### src/rtl/usb_enc_pkg.sv
// Shared types and constants for the USB packet encoder: FSM states, PID classes,
// SYNC pattern and CRC polynomials/presets.
package usb_enc_pkg;

    typedef enum logic [2:0] {
        ST_IDLE,
        ST_SYNC,
        ST_PID,
        ST_TOK,
        ST_CRC5,
        ST_DATA,
        ST_CRC16
    } state_t;

    typedef enum logic [1:0] {
        TOKEN,
        DATA,
        PID_ONLY
    } pid_class_t;

    localparam logic [7:0]  SYNC_PATTERN = 8'h80;
    localparam logic [4:0]  CRC5_POLY    = 5'b00101;
    localparam logic [15:0] CRC16_POLY   = 16'h8005;
    localparam logic [4:0]  CRC5_INIT    = 5'b11111;
    localparam logic [15:0] CRC16_INIT   = 16'hFFFF;

    // The two low PID bits alone decide what follows the PID on the wire.
    function automatic pid_class_t pid_class(input logic [3:0] pid);
        pid_class_t cls;
        case (pid[1:0])
            2'b01:   cls = TOKEN;
            2'b11:   cls = DATA;
            default: cls = PID_ONLY;
        endcase
        return cls;
    endfunction

endpackage

### src/rtl/usb_crc_lfsr.sv
// Serial CRC LFSR: feedback is the MSB xor the incoming bit, shifted left and
// folded into bit 0 and every polynomial tap.
module usb_crc_lfsr #(
    parameter int               WIDTH = 5,
    parameter logic [WIDTH-1:0] POLY  = '0,
    parameter logic [WIDTH-1:0] INIT  = '1
) (
    input  logic             clk,
    input  logic             rst_b,
    input  logic             clr,
    input  logic             en,
    input  logic             bit_in,
    output logic [WIDTH-1:0] crc
);

    logic [WIDTH-1:0] crc_reg;
    logic [WIDTH-1:0] crc_next;
    logic             fb;

    assign fb = crc_reg[WIDTH-1] ^ bit_in;

    genvar gi;
    generate
        for (gi = 0; gi < WIDTH; gi++) begin : g_tap
            if (gi == 0) begin : g_lsb
                assign crc_next[gi] = fb;
            end else begin : g_hi
                assign crc_next[gi] = crc_reg[gi-1] ^ (fb & POLY[gi]);
            end
        end
    endgenerate

    always_ff @(posedge clk or negedge rst_b) begin
        if (!rst_b) begin
            crc_reg <= INIT;
        end else if (clr) begin
            crc_reg <= INIT;
        end else if (en) begin
            crc_reg <= crc_next;
        end
    end

    assign crc = crc_reg;

endmodule

### src/rtl/usb_pkt_serializer.sv
// USB transmit packet encoder: latches a descriptor and streams SYNC, PID, token
// or payload and the matching CRC as LSB-first NRZ bits under valid/ready.
module usb_pkt_serializer
    import usb_enc_pkg::*;
#(
    parameter int MAX_BYTES = 64,
    parameter int LEN_W     = $clog2(MAX_BYTES + 1)
) (
    input  logic                   clk,
    input  logic                   rst_b,
    input  logic                   in_valid,
    output logic                   in_ready,
    input  logic [3:0]             in_pid,
    input  logic [10:0]            in_tok,
    input  logic [LEN_W-1:0]       in_len,
    input  logic [8*MAX_BYTES-1:0] in_data,
    output logic                   out_bit,
    output logic                   out_valid,
    input  logic                   out_ready,
    output logic                   out_last,
    output logic                   pkt_done,
    output logic                   len_err
);

    localparam int               CNT_W   = $clog2(8*MAX_BYTES + 1);
    localparam int               DATA_W  = 8*MAX_BYTES;
    localparam logic [LEN_W-1:0] MAX_LEN = LEN_W'(MAX_BYTES);

    state_t              state_reg, state_next;
    logic [CNT_W-1:0]    cnt_reg, cnt_next;
    logic [3:0]          pid_reg, pid_next;
    logic [10:0]         tok_reg, tok_next;
    logic [LEN_W-1:0]    len_reg, len_next;
    logic [DATA_W-1:0]   data_reg, data_next;
    logic [7:0]          byte_reg, byte_next;
    logic                pkt_done_reg, pkt_done_next;
    logic                len_err_reg, len_err_next;

    logic                accept;
    logic                fire;
    logic                last_bit;
    pid_class_t          cls;
    logic [CNT_W-1:0]    data_cnt;
    logic [4:0]          crc5;
    logic [15:0]         crc16;

    assign in_ready  = (state_reg == ST_IDLE);
    assign out_valid = (state_reg != ST_IDLE);
    assign accept    = in_valid && in_ready;
    assign fire      = out_valid && out_ready;
    assign last_bit  = (cnt_reg == '0);
    assign cls       = pid_class(pid_reg);
    assign data_cnt  = CNT_W'({len_reg, 3'b000}) - CNT_W'(1);
    assign pkt_done  = pkt_done_reg;
    assign len_err   = len_err_reg;

    usb_crc_lfsr #(.WIDTH(5), .POLY(CRC5_POLY), .INIT(CRC5_INIT)) u_crc5 (
        .clk    (clk),
        .rst_b  (rst_b),
        .clr    (accept),
        .en     (fire && (state_reg == ST_TOK)),
        .bit_in (out_bit),
        .crc    (crc5)
    );

    usb_crc_lfsr #(.WIDTH(16), .POLY(CRC16_POLY), .INIT(CRC16_INIT)) u_crc16 (
        .clk    (clk),
        .rst_b  (rst_b),
        .clr    (accept),
        .en     (fire && (state_reg == ST_DATA)),
        .bit_in (out_bit),
        .crc    (crc16)
    );

    always_comb begin
        state_next    = state_reg;
        cnt_next      = cnt_reg;
        pid_next      = pid_reg;
        tok_next      = tok_reg;
        len_next      = len_reg;
        data_next     = data_reg;
        byte_next     = byte_reg;
        pkt_done_next = 1'b0;
        len_err_next  = 1'b0;
        out_bit       = 1'b0;
        out_last      = 1'b0;

        // Every field branch below overrides this on its final bit, so it never wraps.
        if (fire && !last_bit) begin
            cnt_next = cnt_reg - CNT_W'(1);
        end

        case (state_reg)
            ST_IDLE: begin
                if (accept) begin
                    state_next   = ST_SYNC;
                    cnt_next     = CNT_W'(7);
                    byte_next    = SYNC_PATTERN;
                    pid_next     = in_pid;
                    tok_next     = in_tok;
                    data_next    = in_data;
                    len_next     = (in_len > MAX_LEN) ? MAX_LEN : in_len;
                    len_err_next = (in_len > MAX_LEN);
                end
            end
            ST_SYNC: begin
                out_bit = byte_reg[0];
                if (fire) begin
                    byte_next = {1'b0, byte_reg[7:1]};
                    if (last_bit) begin
                        state_next = ST_PID;
                        cnt_next   = CNT_W'(7);
                        byte_next  = {~pid_reg, pid_reg};
                    end
                end
            end
            ST_PID: begin
                out_bit  = byte_reg[0];
                out_last = last_bit && (cls == PID_ONLY);
                if (fire) begin
                    byte_next = {1'b0, byte_reg[7:1]};
                    if (last_bit) begin
                        case (cls)
                            TOKEN: begin
                                state_next = ST_TOK;
                                cnt_next   = CNT_W'(10);
                            end
                            DATA: begin
                                state_next = (len_reg == '0) ? ST_CRC16 : ST_DATA;
                                cnt_next   = (len_reg == '0) ? CNT_W'(15) : data_cnt;
                            end
                            default: begin
                                state_next    = ST_IDLE;
                                cnt_next      = '0;
                                pkt_done_next = 1'b1;
                            end
                        endcase
                    end
                end
            end
            ST_TOK: begin
                out_bit = tok_reg[0];
                if (fire) begin
                    tok_next = {1'b0, tok_reg[10:1]};
                    if (last_bit) begin
                        state_next = ST_CRC5;
                        cnt_next   = CNT_W'(4);
                    end
                end
            end
            ST_CRC5: begin
                out_bit  = ~crc5[cnt_reg[2:0]];
                out_last = last_bit;
                if (fire && last_bit) begin
                    state_next    = ST_IDLE;
                    cnt_next      = '0;
                    pkt_done_next = 1'b1;
                end
            end
            ST_DATA: begin
                out_bit = data_reg[0];
                if (fire) begin
                    data_next = {1'b0, data_reg[DATA_W-1:1]};
                    if (last_bit) begin
                        state_next = ST_CRC16;
                        cnt_next   = CNT_W'(15);
                    end
                end
            end
            ST_CRC16: begin
                out_bit  = ~crc16[cnt_reg[3:0]];
                out_last = last_bit;
                if (fire && last_bit) begin
                    state_next    = ST_IDLE;
                    cnt_next      = '0;
                    pkt_done_next = 1'b1;
                end
            end
            default: begin
                state_next = ST_IDLE;
                cnt_next   = '0;
            end
        endcase
    end

    always_ff @(posedge clk or negedge rst_b) begin
        if (!rst_b) begin
            state_reg    <= ST_IDLE;
            cnt_reg      <= '0;
            pid_reg      <= '0;
            tok_reg      <= '0;
            len_reg      <= '0;
            data_reg     <= '0;
            byte_reg     <= '0;
            pkt_done_reg <= 1'b0;
            len_err_reg  <= 1'b0;
        end else begin
            state_reg    <= state_next;
            cnt_reg      <= cnt_next;
            pid_reg      <= pid_next;
            tok_reg      <= tok_next;
            len_reg      <= len_next;
            data_reg     <= data_next;
            byte_reg     <= byte_next;
            pkt_done_reg <= pkt_done_next;
            len_err_reg  <= len_err_next;
        end
    end

endmodule

### config.mk
export PLATFORM = sky130hd
export DESIGN_NAME = usb_pkt_serializer
export DESIGN_NICKNAME = d
export VERILOG_FILES = /design/src/rtl/usb_enc_pkg.sv /design/src/rtl/usb_crc_lfsr.sv /design/src/rtl/usb_pkt_serializer.sv
export SDC_FILE = /design/constraint.sdc
export NUM_CORES = 1
export LEC_CHECK = 0
export ABC_AREA = 0
export CAP_MARGIN = 30
export CORE_ASPECT_RATIO = 0.5
export CORE_MARGIN = 3
export CORE_UTILIZATION = 45
export DETAILED_ROUTE_END_ITERATION = 8
export GPL_TIMING_DRIVEN = 1
export PLACE_DENSITY = 0.72
export SETUP_SLACK_MARGIN = 0.4
export SYNTH_ARGS = -nofsm -noshare
export SYNTH_HDL_FRONTEND = slang
export SYNTH_SLANG_ARGS = --single-unit
### constraint.sdc
create_clock -name clk -period 3.2 [get_ports clk]
set_clock_uncertainty 0.05 [all_clocks]
set_input_delay 0.32 -clock clk [delete_from_list [all_inputs] [get_ports clk]]
set_output_delay 0.32 -clock clk [all_outputs]
set_load 0.05 [all_outputs]
==> results.md, run 1 <==
* Synthesis warning total at 0
* Drt first pass iters at 6
* H-Tree Level Count at 2
* Post-route cell area at approximately 0.035 mm2
* Fmax achieved at 0.3630 GHz
* Post-route insts no fill at 4456
* I/O Buffers at approximately 540
* Worst R2R Setup Slack at 0.45 ns
* Root buffer cell: clkbuf_16
* Slew headroom at approximately 50%
* Clock sinks at about 580
* Detail Route Antenna Nets at 0
* Worst Setup Start Kind: flip-flop
* Register area share after synthesis at between 50 and 60%
* Syn Area/Cell at about 8.3 um2
* Via density per instance at approximately 5.3
* Vias in the first global route at ~23000
* Worst hold path type: input port to flip-flop
* Mapped Area at between 0.02 and 0.03 mm2
* Critical setup path kind: flip-flop to flip-flop
* Final Hold Viols at 0
* VDD IR max at ~550 uV
* Clk pin slew, worst setup/hold paths at 0.07 ns
* Cell leakage power at between 10 and 15 nW
* I/O Pins at approximately 540
* Syn Inst Count at around 3200
* Worst r2r dst: cnt_reg[7]
* Die Width at between 300 and 400 um
* Number of synthesized flops with an enable pin at 0
* Layout net count at approximately 4200
* Pwr dens at roughly 800 mW/mm2
* Largest net degree at the start of global routing at around 150
* WHS Path Cells at 3
* Detailed-route via count at ~24000
* Crit path capture type: flip-flop
* Clock tree buffer depth at 3
* WHS Endpoint: pid_reg[3]
* Syn Nets at approximately 3700
* GRT Resource Usage Total at 24.57%
* Max-cap viol count at 0
* GR Overflow Total at 0
* Detailed Route WL at 78.54 mm
* Yosys top cell area share at 52.60%
* Yosys cell types at between 50 and 60
* Die area at 0.06201 mm2
* Starting Density at between 40% and 50%
* Wire per inst at 17.62 um
* Setup_tns at 0 ns
* Tmin final at roughly 2.8 ns
* Post-DP HPWL at approximately 55 mm
* # placed instances at around 4300
* Row count at between 60 and 70
* Synth Flop Type: dfrtp_1
* Critical path data arrival time at about 3.2 ns
* R2R cell count at 8
* Setup violations, final at 0
* Layout area overhead at 31.90%
* Ys async rst share at 100.0%
* Initial antenna violation count at 21
* Die H at around 180 um
* DRC viols at 0
* Slew Limit Fails at 0
* Worst Path Max Fanout at 10
* CTS buffer count at 53
* Crit share post-route at 86.08%
* CTS tree: built
* Clk Latency, worst-skew pair at a little under 0.6 ns
* Status: complete, no violations
* Layout Utilization at 60.48%
* Startpoint of the worst hold path: in_pid[3]
* Drt first-iter violations at 1954
* Post-synth top area cell: dfrtp_1
* Slew @ Worst Pin at approximately 0.76 ns
* Synth Register Bits at just under 600
* Total core area at between 0.05 and 0.06 mm2
* WP data required at between 3 and 4 ns
* Share of layout cells above drive strength 1 at approximately 5.8%
* Fillers at ~5000
* Area after detailed placement at around 0.033 mm2
* Largest register FFs at a little over 500
* RSZ-0062 raised after global routing: true
* Critical R2R Launch: cnt_reg[3]
* GPL Wtd Cong at slightly below 0.9
* Global-route wire length before repair at between 100 and 150 mm
* Synth top area cells: dfrtp_1 53%, nand2_1 16%, a31oi_1 12%
## worst max-delay path: stages, from the launching register on
cell      delay [ns]
dfrtp_1         0.55
or2_2           0.25
nor3_4          0.07
buf_4           0.15
or4_4           0.51
or4b_4          0.54
xnor2_2         0.14
a221oi_1        0.26
a22o_1          0.17
## metrics by stage
step                      hold WS (ns)  worst slack (ns)  power [W]
after global placement          0.2923            0.6184    0.02070
after global routing            0.1950            0.3754    0.02994
after CTS                       0.1594            0.4111    0.02807
after floorplan               -0.02559            0.5134    0.01836
after detailed placement        0.2909            0.5941    0.02117
final                           0.2012            0.4455    0.02789
## placed cells by master, fill, tap and decap left out, types with 4 or more instances in the layout
cell type / n
a31oi_1: 513
dfstp_2: 21
ha_1: 4
buf_4: 44
clkbuf_16: 56
nand3b_1: 9
nor2_1: 541
bufinv_16: 7
clkdlybuf4s50_1: 539
inv_1: 9
clkinv_2: 11
nor3_1: 11
dfrtp_1: 557
nor4_1: 4
o22a_1: 20
nand3_1: 4
buf_12: 40
o21ai_0: 25
mux2i_1: 17
nand2_1: 1096
a22oi_1: 6
clkbuf_8: 9
clkbuf_1: 8
o21ai_1: 13
or3_1: 4
a21oi_1: 24
xnor2_1: 6
diode_2: 21
nand2b_1: 5
xor2_1: 8
## metal layers
| metal | wire, um | global-route usage, % |
|---|---|---|
| met5 | 0 | 0 |
| met4 | 3620 | 12.61 |
| met3 | 2477 | 3.161 |
| met2 | 41490 | 43.72 |
| met1 | 30950 | 29.45 |
## how the worst max path moves through the flow
| stage | from | endpoint | slack (ns) | cells after the start |
|---|---|---|---|---|
| global route | cnt_reg[0] | cnt_reg[7] | 0.38 | 10 |
| global placement | cnt_reg[0] | cnt_reg[7] | 0.62 | 9 |
| CTS | cnt_reg[0] | cnt_reg[7] | 0.41 | 10 |
| finish | cnt_reg[3] | cnt_reg[7] | 0.45 | 8 |
| floorplan | cnt_reg[6] | out_last | 0.51 | 5 |
| detailed placement | cnt_reg[6] | cnt_reg[3] | 0.59 | 7 |
## cell type report
cell class | instances | area, um2 | share of cell area (%)
flip-flops and latches | 578 | 14490 | 41.45
multi-input cells | 2359 | 10980 | 31.40
repair buffers | 629 | 6628 | 18.96
clock buffers | 72 | 1530 | 4.378
well taps | 768 | 960.9 | 2.749
clock inverters | 20 | 282.8 | 0.8090
diodes | 21 | 52.55 | 0.1503
inverters | 9 | 33.78 | 0.09665
## power breakdown
group	switching, W	total, W	internal [W]
logic	0.00439	0.00835	0.00396
registers	0.00197	0.0128	0.0108
clock network	0.00286	0.00676	0.00390
total	0.00922	0.0279	0.0187
## Yosys cell counts (13+ instances only)
| cell | count |
|---|---|
| a21oi_1 | 25 |
| a31oi_1 | 513 |
| buf_2 | 75 |
| clkbuf_1 | 168 |
| dfrtp_1 | 557 |
| dfstp_2 | 21 |
| mux2i_1 | 17 |
| nand2_1 | 1098 |
| nor2_1 | 541 |
| o21ai_0 | 25 |
| o21ai_1 | 13 |
| o22a_1 | 20 |
## logic make-up after synthesis
| group | after synthesis | synth area share (%) |
|---|---|---|
| xor+xnor | 17 | 0.7035 |
| mux | 20 | 0.9112 |
| buf+inv | 262 | 4.136 |
| flops | 578 | 54.68 |
| fa+ha+maj | 4 | 0.1889 |
| compound gates | 617 | 14.59 |
| simple gates | 1701 | 24.79 |
## timing repair
| item | 4_1_cts | 5_1_grt |
|---|---|---|
| gates resized for setup | 8 | 3 |
| setup buffers | 1 | 0 |
| hold buffers | 1 | 0 |
| cloned | 0 | 1 |
| endpoints found under the hold margin | 58 | 0 |
| endpoints found under the setup margin | 2 | 5 |
| pin swaps | 1 | 1 |
Power figures use the tool's default switching activity.
==> inputs of run 2 (changes only) <==
Settings changed: SKIP_CTS_REPAIR_TIMING from default to 1.
==> run 2 against run 1 <==
Fmax is 0.21% higher. Non-clock buffer count stayed put. Via count is 0.46% higher. First-iteration DRC count hardly changed. Sequential power hardly changed. Register-to-register slack hardly changed. Clock power hardly changed. Sequential share of layout area hardly changed. Critical path type unchanged. Highest routed layer unchanged.
==> results.md, run 2 (synthesis results as in run 1) <==
* Status: complete, no violations
* Starting Density at 45.85%
* Slew headroom at between 40% and 50%
* Clock power share at between 20 and 25%
* Register share of total power at 45.8%
* Root buffer cell: clkbuf_16
* I/O Pins at between 500 and 600
* Slew Limit Fails at 0
* Layout net count at between 4000 and 5000
* Initial antenna violation count at 21
* Buf/Inv on CP at 1
* RSZ-0062 raised after global routing: true
* Drt first-iter violations at approximately 2000
* Die area at between 0.06 and 0.07 mm2
* Largest register FFs at about 500
* Die Width at ~350 um
* Largest net degree at the start of global routing at around 150
* Detailed-route via count at approximately 24000
* Fmax achieved at approximately 0.36 GHz
* WHS Endpoint: pid_reg[3]
* VDD IR max at about 550 uV
* Row count at 62
* Critical setup path kind: flip-flop to flip-flop
* Post-DP HPWL at about 55 mm
* I/O Buffers at around 540
* DRC viols at 0
* CTS buffer count at 53
* Detailed Route WL at between 70 and 80 mm
* Global-route wire length before repair at 122.2 mm
* CTS tree: built
* Wire per inst at around 18 um
* Clock sinks at between 500 and 600
* Slowest stage delay, CP at between 0.5 and 0.6 ns
* Worst path top cell family by delay: simple AND/OR/NAND/NOR gates
* Slew @ Worst Pin at roughly 0.76 ns
* Final Hold Viols at 0
* Crit path capture type: flip-flop
* Via density per instance at about 5.4
* Tmin final at 2.749 ns
* Startpoint of the worst hold path: in_pid[3]
* GRT Resource Usage Total at about a quarter
* Crit path cell chain: or2_2, nor3_4, buf_4, or4_4, or4b_4, xnor2_2, a221oi_1, a22o_1
* Total power at roughly 0.028 W
* Worst Setup Start Kind: flip-flop
* Detail Route Antenna Nets at 0
* Drt first pass iters at 9
* Int Power at between 0.015 and 0.02 W
* Clk pin slew, worst setup/hold paths at about 0.070 ns
* Critical R2R Launch: cnt_reg[3]
* Crit share post-route at a little under nine tenths
* Layout area overhead at 31.93%
* Worst r2r dst: cnt_reg[7]
* GR Overflow Total at 0
* Total core area at slightly below 0.06 mm2
* Combinational group share of total power at around 30%
* Slowest cell on crit path: dfrtp_1
* Most frequent cells in the layout: 1096 x nand2_1, 557 x dfrtp_1, 540 x nor2_1
* Critical path data arrival time at between 3 and 4 ns
* Cell leakage power at roughly 15 nW
* Share of layout cells above drive strength 1 at about 5.8%
* WP data required at roughly 3.7 ns
* Vias in the first global route at 23000
* Commonest non-fill, non-tap cell in the layout: nand2_1
* Clk Latency, worst-skew pair at about 0.59 ns
* Worst hold path type: input port to flip-flop
* Die H at between 150 and 200 um
* Setup violations, final at 0
* Hold Slack at slightly above 0.2 ns
* Worst Path Max Fanout at 10
* GPL Wtd Cong at 0.8644
* Clock tree buffer depth at 3
* Sw Share at between 30% and 40%
* Pwr dens at between 700 and 800 mW/mm2
* Worst R2R Setup Slack at 0.45 ns
* WHS Path Cells at 3
* P_sw at around 0.009 W
* Max-cap viol count at 0
* R2R cell count at 8
* H-Tree Level Count at 2
-- run 2: changes by cell type in the layout (fill, tap and decap cells not counted) --
| cell | before | now |
|---|---|---|
| buf_6 | 1 | 2 |
| buf_4 | 44 | 43 |
| nor2_2 | 0 | 1 |
| nor2_1 | 541 | 540 |
-- run 2: stage by stage --
stage | util (%) | TNS (ns) | area (um2) | instances | setup slack, ns
floorplan | - | 0 | 26510 | 3199 | 0.5134
global placement | 57.09 | 0 | 32990 | 4340 | 0.6184
detailed placement | 57.09 | 0 | 32990 | 4340 | 0.5941
CTS | 60.23 | -0.004923 | 34810 | 4432 | -0.004923
global route | 60.49 | 0 | 34960 | 4455 | 0.3620
finish | 60.49 | 0 | 34960 | 4456 | 0.4514
-- run 2: worst max path at each step --
stage / start / endpoint / slack, ns / depth (start not counted)
finish: cnt_reg[3] / cnt_reg[7] / 0.45 / 8
global route: cnt_reg[6] / out_last / 0.36 / 5
CTS: cnt_reg[6] / out_last / -0.005 / 5
detailed placement: cnt_reg[6] / cnt_reg[3] / 0.59 / 7
global placement: cnt_reg[0] / cnt_reg[7] / 0.62 / 9
floorplan: cnt_reg[6] / out_last / 0.51 / 5
-- run 2: worst register-to-register path, cell delays in order (launching register included) --
cell      delay, ns
dfrtp_1        0.55
or2_2          0.25
nor3_4         0.07
buf_4          0.15
or4_4          0.51
or4b_4         0.54
xnor2_2        0.15
a221oi_1       0.25
a22o_1         0.17
-- run 2: power by group through the flow --
| stage | combinational, W | sequential [W] | clock [W] |
|---|---|---|---|
| after floorplan | 0.00607 | 0.0123 | 0 |
| after global placement | 0.00800 | 0.0127 | 0 |
| after CTS | 0.00834 | 0.0128 | 0.00691 |
| after global routing | 0.00950 | 0.0132 | 0.00722 |
| final | 0.00835 | 0.0128 | 0.00676 |
| after detailed placement | 0.00831 | 0.0129 | 0 |
-- run 2: routing by layer --
layer | share of wire [%] | wire, um | global-route usage, %
met4 | 4.6 | 3616 | 12.61
met2 | 53 | 41520 | 43.63
met1 | 39 | 30640 | 29.47
met5 | 0 | 0 | 0
met3 | 3.5 | 2715 | 3.161
-- run 2: cell type report --
| type | instances | area (um2) |
|---|---|---|
| diodes | 21 | 52.55 |
| clock buffers | 72 | 1530 |
| clock inverters | 20 | 282.8 |
| fillers | 4992 | 22830 |
| inverters | 9 | 33.78 |
| multi-input cells | 2359 | 10980 |
| flip-flops and latches | 578 | 14490 |
| well taps | 768 | 960.9 |
| repair buffers | 629 | 6631 |
